===== src/rtl/synth_bus_pkg.sv =====
// Shared constants, state encoding and address/data helpers for the channel register bus.
// Latency: none, declarations and pure functions only.
// Backpressure: not applicable.
package synth_bus_pkg;

    localparam logic [15:0] CHANNEL_BASE   = 16'h0010;
    localparam logic [15:0] CHANNEL_STRIDE = 16'h0020;

    localparam logic [1:0] REG_INC0 = 2'd0;
    localparam logic [1:0] REG_INC1 = 2'd1;
    localparam logic [1:0] REG_INC2 = 2'd2;
    localparam logic [1:0] REG_GATE = 2'd3;

    localparam logic [7:0] GATE_ON   = 8'h01;
    localparam logic [7:0] GATE_OFF  = 8'h00;
    localparam logic       BUS_WRITE = 1'b1;

    typedef enum logic [2:0] {
        ST_IDLE,
        ST_ALLOC,
        ST_SETUP,
        ST_STROBE,
        ST_HOLD
    } state_t;

    // Register address of one byte within a channel's register window.
    function automatic logic [15:0] reg_addr(input logic [15:0] ch, input logic [1:0] off);
        return CHANNEL_BASE + CHANNEL_STRIDE * ch + {14'd0, off};
    endfunction

    // Byte written at a given offset: increment bytes little-endian, then the gate.
    function automatic logic [7:0] byte_data(input logic on, input logic [1:0] off,
                                             input logic [23:0] inc);
        logic [7:0] d;
        case (off)
            REG_INC0: d = inc[7:0];
            REG_INC1: d = inc[15:8];
            REG_INC2: d = inc[23:16];
            default:  d = on ? GATE_ON : GATE_OFF;
        endcase
        return d;
    endfunction

endpackage


===== src/rtl/voice_allocator_if.sv =====
// Note-event handshake, channel register bus and status signals of the voice allocator.
// Latency: none, wiring only.
// Backpressure: NoteReady gates note acceptance; the bus itself has no backpressure.
interface voice_allocator_if #(
    parameter int NUM_CHANNELS = 2,
    parameter int KEY_WIDTH    = 7
);
    logic                    NoteValid;
    logic                    NoteReady;
    logic                    NoteOn;
    logic [KEY_WIDTH-1:0]    NoteKey;
    logic [23:0]             NoteIncrement;
    logic [15:0]             BusAddress;
    logic [7:0]              BusData;
    logic                    BusDataOe;
    logic                    BusReadWrite;
    logic                    BusClock;
    logic [NUM_CHANNELS-1:0] ActiveMask;
    logic                    Busy;

    modport master (
        input  NoteValid, NoteOn, NoteKey, NoteIncrement,
        output NoteReady, BusAddress, BusData, BusDataOe, BusReadWrite, BusClock,
               ActiveMask, Busy
    );

    modport slave (
        output NoteValid, NoteOn, NoteKey, NoteIncrement,
        input  NoteReady, BusAddress, BusData, BusDataOe, BusReadWrite, BusClock,
               ActiveMask, Busy
    );
endinterface


===== src/rtl/voice_lru.sv =====
// Age ranking of channels; victim is the channel allocated longest ago.
// Latency: touch updates ranks at the next edge; victim is combinational from the ranks.
// Backpressure: none, accepts a touch every cycle.
module voice_lru #(
    parameter int NUM_CHANNELS = 2,
    parameter int CH_W         = 1
) (
    input  logic            clk,
    input  logic            rst_n,
    input  logic            touch_i,
    input  logic [CH_W-1:0] ch_i,
    output logic [CH_W-1:0] victim_o
);
    logic [CH_W-1:0] age_q [NUM_CHANNELS];
    logic [CH_W-1:0] age_d [NUM_CHANNELS];

    // Touched channel becomes youngest; channels younger than it age by one.
    always_comb begin
        for (int i = 0; i < NUM_CHANNELS; i++) begin
            age_d[i] = age_q[i];
            if (touch_i) begin
                if (CH_W'(i) == ch_i) begin
                    age_d[i] = '0;
                end else if (age_q[i] < age_q[ch_i]) begin
                    age_d[i] = age_q[i] + CH_W'(1);
                end
            end
        end
    end

    // Ranks are a permutation, so exactly one channel holds the oldest rank.
    always_comb begin
        victim_o = '0;
        for (int i = 0; i < NUM_CHANNELS; i++) begin
            if (age_q[i] == CH_W'(NUM_CHANNELS - 1)) begin
                victim_o = CH_W'(i);
            end
        end
    end

    // Rank registers start as the identity permutation.
    always_ff @(posedge clk or negedge rst_n) begin
        if (!rst_n) begin
            for (int i = 0; i < NUM_CHANNELS; i++) begin
                age_q[i] <= CH_W'(i);
            end
        end else begin
            age_q <= age_d;
        end
    end
endmodule


===== src/rtl/voice_allocator.sv =====
// Allocates note events to channels and writes channel registers over the strobed byte bus.
// Latency: handshake to ready 13 cycles for note-on, 4 for matched note-off, 1 for unmatched.
// Backpressure: NoteReady low from the handshake until the write sequence completes.
module voice_allocator
    import synth_bus_pkg::*;
#(
    parameter int NUM_CHANNELS = 2,
    parameter int KEY_WIDTH    = 7
) (
    input logic            clk,
    input logic            rst_n,
    voice_allocator_if.master bus
);
    localparam int CH_W = (NUM_CHANNELS > 1) ? $clog2(NUM_CHANNELS) : 1;

    state_t                  state_q;
    logic                    rdy_q;
    logic                    strobe_q;
    logic                    rw_q;
    logic                    oe_q;
    logic [15:0]             addr_q;
    logic [7:0]              data_q;
    logic [NUM_CHANNELS-1:0] mask_q;
    logic [KEY_WIDTH-1:0]    key_q [NUM_CHANNELS];
    logic                    on_q;
    logic [KEY_WIDTH-1:0]    key_in_q;
    logic [23:0]             inc_q;
    logic [CH_W-1:0]         ch_q;
    logic [1:0]              off_q;

    logic                    match_hit;
    logic [CH_W-1:0]         match_ch;
    logic                    free_hit;
    logic [CH_W-1:0]         free_ch;
    logic [CH_W-1:0]         victim;
    logic [CH_W-1:0]         ch_d;
    logic [1:0]              off_d;
    logic                    touch;

    // Retrigger match first, then lowest free channel, else the LRU victim.
    always_comb begin
        match_hit = 1'b0;
        match_ch  = '0;
        free_hit  = 1'b0;
        free_ch   = '0;
        for (int i = 0; i < NUM_CHANNELS; i++) begin
            if (mask_q[i] && (key_q[i] == key_in_q) && !match_hit) begin
                match_hit = 1'b1;
                match_ch  = CH_W'(i);
            end
            if (!mask_q[i] && !free_hit) begin
                free_hit = 1'b1;
                free_ch  = CH_W'(i);
            end
        end
        if (match_hit)     ch_d = match_ch;
        else if (free_hit) ch_d = free_ch;
        else               ch_d = victim;
        off_d = on_q ? REG_INC0 : REG_GATE;
    end

    assign touch = (state_q == ST_ALLOC) && on_q;

    voice_lru #(
        .NUM_CHANNELS (NUM_CHANNELS),
        .CH_W         (CH_W)
    ) u_lru (
        .clk      (clk),
        .rst_n    (rst_n),
        .touch_i  (touch),
        .ch_i     (ch_d),
        .victim_o (victim)
    );

    // Event capture, allocation table update and per-byte bus sequencing.
    always_ff @(posedge clk or negedge rst_n) begin
        if (!rst_n) begin
            state_q  <= ST_IDLE;
            rdy_q    <= 1'b1;
            strobe_q <= 1'b0;
            rw_q     <= 1'b0;
            oe_q     <= 1'b0;
            addr_q   <= '0;
            data_q   <= '0;
            mask_q   <= '0;
            for (int i = 0; i < NUM_CHANNELS; i++) key_q[i] <= '0;
            on_q     <= 1'b0;
            key_in_q <= '0;
            inc_q    <= '0;
            ch_q     <= '0;
            off_q    <= '0;
        end else begin
            case (state_q)
                ST_IDLE: begin
                    if (bus.NoteValid && rdy_q) begin
                        on_q     <= bus.NoteOn;
                        key_in_q <= bus.NoteKey;
                        inc_q    <= bus.NoteIncrement;
                        rdy_q    <= 1'b0;
                        state_q  <= ST_ALLOC;
                    end
                end
                ST_ALLOC: begin
                    if (on_q || match_hit) begin
                        if (on_q) begin
                            mask_q[ch_d] <= 1'b1;
                            key_q[ch_d]  <= key_in_q;
                        end else begin
                            mask_q[ch_d] <= 1'b0;
                        end
                        ch_q    <= ch_d;
                        off_q   <= off_d;
                        addr_q  <= reg_addr(16'(ch_d), off_d);
                        data_q  <= byte_data(on_q, off_d, inc_q);
                        rw_q    <= BUS_WRITE;
                        oe_q    <= 1'b1;
                        state_q <= ST_SETUP;
                    end else begin
                        rdy_q   <= 1'b1;
                        state_q <= ST_IDLE;
                    end
                end
                ST_SETUP: begin
                    strobe_q <= 1'b1;
                    state_q  <= ST_STROBE;
                end
                ST_STROBE: begin
                    strobe_q <= 1'b0;
                    state_q  <= ST_HOLD;
                end
                ST_HOLD: begin
                    if (off_q == REG_GATE) begin
                        rw_q    <= 1'b0;
                        oe_q    <= 1'b0;
                        rdy_q   <= 1'b1;
                        state_q <= ST_IDLE;
                    end else begin
                        off_q   <= off_q + 2'd1;
                        addr_q  <= reg_addr(16'(ch_q), off_q + 2'd1);
                        data_q  <= byte_data(on_q, off_q + 2'd1, inc_q);
                        state_q <= ST_SETUP;
                    end
                end
                default: state_q <= ST_IDLE;
            endcase
        end
    end

    assign bus.NoteReady    = rdy_q;
    assign bus.Busy         = ~rdy_q;
    assign bus.BusClock     = strobe_q;
    assign bus.BusReadWrite = rw_q;
    assign bus.BusDataOe    = oe_q;
    assign bus.BusAddress   = addr_q;
    assign bus.BusData      = data_q;
    assign bus.ActiveMask   = mask_q;
endmodule


===== src/flat_wrapper.sv =====
// flat-port wrapper written by rule: the top's interface ports become plain ports
module voice_allocator_flat import synth_bus_pkg::*;
#(
    parameter int NUM_CHANNELS = 2,
    parameter int KEY_WIDTH    = 7
)
  (clk, rst_n, bus_NoteValid, bus_NoteOn, bus_NoteKey, bus_NoteIncrement, bus_NoteReady, bus_BusAddress, bus_BusData, bus_BusDataOe, bus_BusReadWrite, bus_BusClock, bus_ActiveMask, bus_Busy);
  voice_allocator_if #(.NUM_CHANNELS(NUM_CHANNELS), .KEY_WIDTH(KEY_WIDTH)) bus_i ();
  input logic clk;
  input logic rst_n;
  input wire logic [$bits(bus_i.NoteValid)-1:0] bus_NoteValid;
  input wire logic [$bits(bus_i.NoteOn)-1:0] bus_NoteOn;
  input wire logic [$bits(bus_i.NoteKey)-1:0] bus_NoteKey;
  input wire logic [$bits(bus_i.NoteIncrement)-1:0] bus_NoteIncrement;
  output wire logic [$bits(bus_i.NoteReady)-1:0] bus_NoteReady;
  output wire logic [$bits(bus_i.BusAddress)-1:0] bus_BusAddress;
  output wire logic [$bits(bus_i.BusData)-1:0] bus_BusData;
  output wire logic [$bits(bus_i.BusDataOe)-1:0] bus_BusDataOe;
  output wire logic [$bits(bus_i.BusReadWrite)-1:0] bus_BusReadWrite;
  output wire logic [$bits(bus_i.BusClock)-1:0] bus_BusClock;
  output wire logic [$bits(bus_i.ActiveMask)-1:0] bus_ActiveMask;
  output wire logic [$bits(bus_i.Busy)-1:0] bus_Busy;
  assign bus_i.NoteValid = bus_NoteValid;
  assign bus_i.NoteOn = bus_NoteOn;
  assign bus_i.NoteKey = bus_NoteKey;
  assign bus_i.NoteIncrement = bus_NoteIncrement;
  assign bus_NoteReady = bus_i.NoteReady;
  assign bus_BusAddress = bus_i.BusAddress;
  assign bus_BusData = bus_i.BusData;
  assign bus_BusDataOe = bus_i.BusDataOe;
  assign bus_BusReadWrite = bus_i.BusReadWrite;
  assign bus_BusClock = bus_i.BusClock;
  assign bus_ActiveMask = bus_i.ActiveMask;
  assign bus_Busy = bus_i.Busy;
  voice_allocator #(.NUM_CHANNELS(NUM_CHANNELS), .KEY_WIDTH(KEY_WIDTH)) u_core (.clk(clk), .rst_n(rst_n), .bus(bus_i));
endmodule

===== config.mk =====
export PLATFORM = sky130hd
export DESIGN_NAME = voice_allocator_flat
export DESIGN_NICKNAME = d
export VERILOG_FILES = /design/src/rtl/synth_bus_pkg.sv /design/src/rtl/voice_allocator_if.sv /design/src/rtl/voice_lru.sv /design/src/rtl/voice_allocator.sv /design/src/flat_wrapper.sv
export SDC_FILE = /design/constraint.sdc
export NUM_CORES = 1
export LEC_CHECK = 0
export CAP_MARGIN = 20
export CORE_ASPECT_RATIO = 0.8
export CORE_MARGIN = 2
export CORE_UTILIZATION = 47
export CTS_CLUSTER_SIZE = 20
export DETAILED_ROUTE_END_ITERATION = 16
export GPL_ROUTABILITY_DRIVEN = 0
export PLACE_DENSITY = 0.81
export SLEW_MARGIN = 20
export SYNTH_ARGS = -nofsm -noshare
export SYNTH_HDL_FRONTEND = slang
export SYNTH_SLANG_ARGS = --single-unit

===== constraint.sdc =====
create_clock -name clk -period 1.9 [get_ports clk]
set_input_delay 0.475 -clock clk [delete_from_list [all_inputs] [get_ports clk]]
set_output_delay 0.475 -clock clk [all_outputs]
set_load 0.05 [all_outputs]

==> results of run 1 <==
-- where the power goes --
part,internal [mW],switching [mW]
Clock,0.892,0.611
Combinational,2.26,2.27
Sequential,2.19,0.724
-- stage by stage --
step	setup TNS, ns	hold WS (ns)
3_3_place_gp	-2.60	0.460
4_1_cts	-0.137	0.140
3_5_place_dp	-3.58	0.465
6_report	-0.0486	0.118
5_1_grt	-1.06	0.148
2_1_floorplan	-0.0339	0.179
-- sequential cells by signal, indices dropped and copies added, names as in the netlist, named ones only --
signal	cells
u_core.bus.BusReadWrite	1
u_core.bus.BusData	8
u_core.on_q	1
u_core.key_q	14
u_core.state_q	3
u_core.key_in_q	7
u_core.u_lru.age_q	2
u_core.ch_q	1
u_core.bus.NoteReady	1
u_core.bus.BusClock	1
u_core.inc_q	24
u_core.off_q	1
u_core.bus.BusAddress	3
-- repair_timing --
| action | CTS | global route |
|---|---|---|
| endpoints found under the hold margin | 0 | 0 |
| endpoints found under the setup margin | 23 | 31 |
| setup buffers | 7 | 6 |
| resized for setup | 11 | 35 |
| cloned | 0 | 0 |
| pin swaps | 4 | 11 |
-- kinds of logic after synthesis --
| family | share of synthesized area [%] |
|---|---|
| AOI/OAI and AO/OA | 9.69 |
| DFF | 49.3 |
| adders and majority gates | 1.78 |
| buffers and inverters | 6.06 |
| xor gates and xnor gates | 3.49 |
| other | 0.107 |
| and+or+nand+nor | 14.9 |
| muxes | 14.8 |
-- area by class of cell --
class | count | area (um2)
sequential | 69 | 1740
clock buffer | 9 | 124
inverter | 5 | 18.8
multi-input combinational | 210 | 1810
clock inverter | 7 | 128
fill | 534 | 2440
tap | 90 | 113
timing repair buffer | 106 | 938
-- worst max-delay path: cells and delay by family (launching register included) --
| kind | cells | cell delay (ns) |
|---|---|---|
| AOI/OAI and AO/OA | 1 | 0.17 |
| xor gates and xnor gates | 1 | 0.17 |
| buffers and inverters | 2 | 0.32 |
| DFF | 1 | 0.46 |
| muxes | 1 | 0.33 |
| and+or+nand+nor | 2 | 0.38 |
-- synthesized netlist by cell type, drive strengths merged, types with 2 or more instances --
| cell type | number | area share, % |
|---|---|---|
| dfrtp | 67 | 48 |
| mux2 | 46 | 15 |
| buf | 27 | 4.9 |
| nand2 | 17 | 1.8 |
| nand3 | 15 | 2.1 |
| xnor2 | 10 | 2.5 |
| o21ai | 9 | 1.6 |
| a21oi | 8 | 1.1 |
| nand4 | 8 | 1.4 |
| nor2 | 8 | 0.86 |
| nor4 | 8 | 1.6 |
| or4 | 7 | 1.5 |
| a222oi | 6 | 1.7 |
| a31oi | 6 | 1.1 |
| clkbuf | 6 | 0.64 |
| ha | 5 | 1.8 |
| inv | 5 | 0.53 |
| nand2b | 5 | 0.89 |
| and2 | 4 | 0.78 |
| xor2 | 4 | 1.0 |
| a21o | 3 | 0.68 |
| and4 | 3 | 0.82 |
| nor3 | 3 | 1.1 |
| o211ai | 3 | 0.64 |
| a22o | 2 | 0.50 |
| a22oi | 2 | 0.43 |
| a41oi | 2 | 0.50 |
| dfstp | 2 | 1.5 |
| o31ai | 2 | 0.43 |
| or3b | 2 | 0.50 |
-- path summary, 6_finish.rpt --
kind                                             to  slack, ns
max                                 u_core.key_q[9]      -0.03
min                                 u_core.inc_q[4]       0.12
max reg2reg                         u_core.key_q[9]      -0.03
min reg2reg                u_core.bus.BusAddress[4]       0.48
max in group asynchronous      u_core.bus.NoteReady       1.44
min in group clk           u_core.bus.BusAddress[4]       0.48
-- cells in the final DEF (no fill, tap or decap), types with 5 or more instances in the layout --
master	n
buf_4	67
dfrtp_1	56
mux2_2	40
clkdlybuf4s50_1	33
nand2_1	16
nand3_1	13
conb_1	12
dfrtp_2	11
clkbuf_8	9
nand4_1	8
nor2_1	8
xnor2_2	7
or4_1	7
a21oi_1	6
mux2_4	6
nor4_1	6
a222oi_1	6
a31oi_1	6
nand2b_1	5
o21ai_0	5
buf_12	5
-- per-layer routing --
layer / wire length (um) / track usage [%]
met1: 3810 / 29.4
met2: 4300 / 35.7
met3: 576 / 6.28
met4: 206 / 9.32
met5: 0 / 0
==> qor.csv, run 1 <==
stage,metric,value,unit
status,status,"finished, violations left",
status,violated checks,setup timing,
sta,final hold viol count,0,
yosys,Yosys reg bits,69,
global_route,grt ovf,0,
global_route,first-pass GRT wire length,14000,um
cells_and_area,layout cells sized above 1,45.6,%
cts,TritonCTS clock tree,built,
setup_path,cell chain of the critical path,xor2_2 > nor4_2 > buf_4 > nand2_2 > o21ai_4 > buf_12 > mux2_2,
setup_path,worst reg2reg startpoint,u_core.key_in_q[6],
setup_path,crit path launch type,register,
sta,final setup margin,-0.0309,ns
yosys,top_reg_cell synth,dfrtp_1,
cells_and_area,"non-filler cells, final",496,
setup_path,Critical Path Fanout Max,8,
yosys,"Avg Cell Area, Syn",11.5,um2
yosys,Mapped Cells,306,
drt,vias,2856,
cells_and_area,post-route design area,4880,um2
min_path,HP Class,input port to async pin,
setup_path,Critical Path RT,2.15,ns
flow_run,MaxCap Viol Count,0,
yosys,synthesis warning total,0,
sta,final setup fails,5,
setup_path,crit path DAT,2.18,ns
sta,Achievable Freq,518,MHz
cells_and_area,Nets,441,
floorplanning,std cell rows,28,
drt,final wirelength,8880,um
cells_and_area,ant diodes,0,
cts,hold buffers post-CTS,0,
place,Post-DP Area,4320,um2
yosys,mapped cell area,3510,um2
drt,Residual DRC,0,
drt,DR pass1 iterations,5,
global_route,initial antenna violation count,0,
drt,WL/cell,17.9,um
power_and_ir_drop,PwrDens,1830,nW/um2
sta,final slew viol count,0,
cts,Clock Latency Late Sink,0.35,ns
cts,Root Buffer Master,clkbuf_8,
place,Place WS,-0.121,ns
setup_path,Setup CP Type,register to register,
cells_and_area,synth-to-layout area growth,38.9,%
global_route,largest net degree at the start of global routing,70,
global_route,Total GRT Usage,22.6,%
drt,ANT nets after route,0,
sta,Post-Route Skew,0.00922,ns
floorplanning,Core ar.,7320,um2
cts,clock sink count,69,
sta,RSZ-0062 raised after global routing,true,
yosys,"FFs w/ async S/R, synth",100,%
power_and_ir_drop,static leakage,2.06,nW
floorplanning,Initial Util,47.9,%
setup_path,Critical Path Start,u_core.key_in_q[6],
drt,DRT iter0 DRCs,267,
yosys,post-synthesis cell type count,52,
place,HPWL after DPL,5960,um
cts,Max Root-Sink Buffers,2,
sta,Final Critical Period,1.93,ns
setup_path,Worst path max stage delay,0.46,ns
cells_and_area,Final Util,66.6,%
yosys,Post-synth EDFFs,0,
drt,DR vias/cell,5.76,
setup_path,Reg2Reg Depth,7,
floorplanning,Top Ports,66,
cts,TritonCTS Buffers,9,
cts,H-tree levels,3,
yosys,sequential area share after synthesis,49.3,%
place,# placed instances,467,
place,PortBufs,53,
floorplanning,die area,8180,um2
cts,clock slew at reported path FFs,0.08,ns
sta,Tcrit/Tclk final,102,%
floorplanning,Vert. Die Dim,81.3,um
floorplanning,Die W,101,um
setup_path,critical path's slowest cell,dfrtp_2,
setup_path,nature of the critical path endpoint,register,
power_and_ir_drop,total power,8.94,mW
global_route,vias in the first global route,2894,
power_and_ir_drop,maximum vdd drop,0.00102,V
Power figures use the tool's default switching activity.
==> run 2: changes to the inputs <==
--- a/config.mk
+++ b/config.mk
@@ -5,6 +5,7 @@
 export SDC_FILE = /design/constraint.sdc
 export NUM_CORES = 1
 export LEC_CHECK = 0
+export ABC_AREA = 1
 export CAP_MARGIN = 20
 export CORE_ASPECT_RATIO = 0.8
 export CORE_MARGIN = 2
==> run 2 against run 1 <==
Net effect:
- the flow now finishes without violations
- global-route usage is 3.1 points lower
- utilization is 7.0 points lower
- largest cell class is now sequential cells
- clock skew is 0.0011 ns lower
- power is 71% lower
- worst hold slack worse by 0.051 ns
- die area is 1.3% lower
- sequential cell count stayed put
- setup slack better by 0.23 ns
- fmax is 14% higher
- clock-buffer cell count is 2 higher
- first-iteration DRC count is 30% lower
- non-clock buffer count is 46 lower
==> qor.csv, run 2 <==
stage,metric,value,unit,change
cts,TritonCTS clock tree,built,,
place,Post-DP Area,4010,um2,-7.3%
sta,final slew viol count,0,,unchanged
cells_and_area,"most common cell after layout, fill and taps aside",nand2_1,,
floorplanning,Initial Util,49.5,%,+1.6 points
global_route,first-pass GRT wire length,12200,um,-13%
setup_path,Critical Path Start,u_core.off_q[0],,
drt,DR vias/cell,4.88,,-15%
sta,TNS Setup,0,ns,+0.0486 ns
yosys,Mapped Cells,407,,+33%
sta,Tcrit/Tclk final,89.3,%,-12 points
cells_and_area,layout cells sized above 1,16.8,%,-29 points
sta,RSZ-0062 raised after global routing,false,,
sta,Achievable Freq,589,MHz,+14%
sta,Post-Route Skew,0.00813,ns,-0.00109 ns
cts,setup bufs post-CTS,0,,-7
sta,final setup fails,0,,-5
drt,final wirelength,6970,um,-22%
power_and_ir_drop,static leakage,2.20,nW,+6.6%
cts,Max Root-Sink Buffers,2,,unchanged
global_route,grt ovf,0,,unchanged
setup_path,Critical Path RT,2.13,ns,-0.02 ns
drt,ANT nets after route,0,,unchanged
yosys,top cell type by total area after synthesis,dfrtp_1,,
floorplanning,die area,8080,um2,-1.3%
setup_path,Setup CP Type,register to register,,
setup_path,crit path DAT,1.93,ns,-0.25 ns
yosys,top_reg_cell synth,dfrtp_1,,
cells_and_area,Nets,505,,+15%
yosys,mapped cell area,3460,um2,-1.4%
cells_and_area,fillers,633,,+19%
cells_and_area,post-route design area,4170,um2,-15%
setup_path,worst reg2reg startpoint,u_core.off_q[0],,
sta,final hold viol count,0,,unchanged
cells_and_area,storage element area,1730,um2,-0.79%
global_route,met1 usage,24.5,%,-4.9 points
power_and_ir_drop,PwrDens,630,nW/um2,-66%
drt,DR pass1 iterations,4,,-1
cells_and_area,Biggest register,u_core.inc_q,,
yosys,Yosys reg bits,69,,unchanged
drt,DRT iter0 DRCs,186,,-30%
floorplanning,std cell rows,27,,-3.6%
drt,WL/cell,12.5,um,-30%
global_route,largest net degree at the start of global routing,55,,-21%
floorplanning,Top Ports,66,,unchanged
sta,Final Critical Period,1.70,ns,-0.234 ns
yosys,Post-synth EDFFs,0,,unchanged
place,HPWL after DPL,5160,um,-13%
floorplanning,Vert. Die Dim,80.8,um,-0.65%
cells_and_area,most frequent cells in the layout,"nand2_1 (105), dfrtp_1 (67), inv_1 (49), clkdlybuf4s50_1 (33), nor2_1 (28)",,
cells_and_area,footprint of the multi-input gates,1380,um2,-24%
global_route,Total GRT Usage,19.4,%,-3.1 points
yosys,"FFs w/ async S/R, synth",100,%,unchanged
global_route,vias in the first global route,2701,,-6.7%
cts,clock sink count,69,,unchanged
yosys,area share of the leading cell type in the synthesized netlist,48.4,%,+0.66 points
setup_path,crit path launch type,register,,
cts,clock slew at reported path FFs,0.07,ns,about the same
status,status,completed,,
yosys,Post-synth top cells,"nand2_1 (105), dfrtp_1 (67), inv_1 (49), nor2_1 (28)",,
setup_path,nature of the critical path endpoint,register,,
cts,Clock Latency Late Sink,0.34,ns,about the same
yosys,post-synthesis cell type count,35,,-33%
global_route,met2 Usage GRT,32.2,%,-3.5 points
yosys,synthesis warning total,0,,unchanged
floorplanning,Die W,100,um,-0.65%
cts,TritonCTS Buffers,9,,unchanged
yosys,"Avg Cell Area, Syn",8.51,um2,-26%
yosys,sequential area share after synthesis,49.9,%,+0.68 points
place,PortBufs,53,,unchanged
min_path,HP Class,input port to async pin,,
drt,Residual DRC,0,,unchanged
cts,Root Buffer Master,clkbuf_8,,
power_and_ir_drop,maximum vdd drop,0.000393,V,-61%
cts,H-tree levels,3,,unchanged
global_route,met3 Use GR,6.63,%,+0.34 points
floorplanning,Core ar.,6990,um2,-4.5%
flow_run,MaxCap Viol Count,0,,unchanged
global_route,busiest layer in global routing,met2,,
yosys,Synth area leaders,"dfrtp_1 (48%), nand2_1 (11%), inv_1 (5.3%)",,
cells_and_area,ant diodes,0,,unchanged
setup_path,Critical Path Fanout Max,9,,+1
yosys,most common cell in the netlist,nand2_1,,
cells_and_area,max reg flops,24,,unchanged
drt,vias,2720,,-4.8%
global_route,initial antenna violation count,0,,unchanged
cells_and_area,synth-to-layout area growth,20.4,%,
[run 2: cell count changes in the layout (fill, tap and decap cells not counted), moves of 11 or more]
cell | previous run | this run
nand2_1 | 16 | 105
inv_1 | 2 | 49
buf_4 | 67 | 23
mux2_2 | 40 | 10
a21oi_1 | 6 | 26
nor2_1 | 8 | 28
nand3_1 | 13 | 26
dfrtp_1 | 56 | 67
dfrtp_2 | 11 | 0
[run 2: worst paths after layout]
path | to | slack, ns | cells after the start
setup / recovery | u_core.bus.BusData[2] | 0.20 | 9
hold / removal | u_core.key_q[5] | 0.07 | 1
setup reg to reg | u_core.bus.BusData[2] | 0.20 | 9
hold reg to reg | u_core.bus.BusData[6] | 0.47 | 2
max in group asynchronous | u_core.bus.BusData[2] | 1.20 | 2
min in group clk | u_core.bus.BusData[6] | 0.47 | 2
[run 2: cell families after synthesis]
group | Yosys count | synth area share, %
fa+ha+maj | 5 | 1.81
mux | 10 | 3.25
flops | 69 | 49.9
compound gates | 57 | 9.07
xor+xnor | 4 | 1.01
other cells | 1 | 0.108
simple gates | 178 | 23.3
buf+inv | 83 | 11.5
[run 2: power breakdown]
group / leakage [nW] / total [mW] / internal, mW / switching [mW]
sequential: 0.842 / 1.47 / 1.47 / 0
clock: 0.0829 / 0.999 / 0.465 / 0.534
combinational: 1.28 / 0.159 / 0.0665 / 0.0928
total: 2.20 / 2.63 / 2.00 / 0.627
[run 2: worst max-delay path, cell delays in order (launching register included)]
cell	delay (ns)
dfrtp_1	0.46
inv_1	0.12
ha_1	0.22
clkinvlp_4	0.19
nand3_1	0.12
nand2_1	0.17
nand2_1	0.10
nand2_1	0.06
nand3_1	0.09
nand2_1	0.06
[run 2: timing repair]
action | 4_1_cts | 5_1_grt
gates resized for setup | 0 | 1
endpoints found under the setup margin | 0 | 5
hold buffers | 0 | 0
[run 2: through the flow]
| step | setup slack, ns | cells | utilization, % | hold WS (ns) | power [mW] |
|---|---|---|---|---|---|
| global route | 0.00523 | 557 | 59.6 | 0.0771 | 2.74 |
| detailed placement | 0.0890 | 541 | 57.3 | 0.447 | 1.66 |
| floorplan | 0.197 | 418 | - | 0.179 | 1.57 |
| finish | 0.203 | 557 | 59.6 | 0.0672 | 2.63 |
| CTS | 0.183 | 557 | 59.6 | 0.0757 | 2.66 |
| global placement | 0.0935 | 541 | 57.3 | 0.446 | 1.66 |
[run 2: cell type report]
cell class	count	share of cell area, %
Clock buffer	11	3.15
Clock inverter	5	0.660
Inverter	59	5.46
Multi-Input combinational cell	266	33.0
Sequential cell	69	41.5
Tap cell	87	2.61
Timing Repair Buffer	60	13.6
[run 2: metal layers]
metal  part of all wire (%)  wire length (um)
met1                     45              3160
met2                     48              3330
met3                    5.8               406
met4                    1.1                76
met5                      0                 0
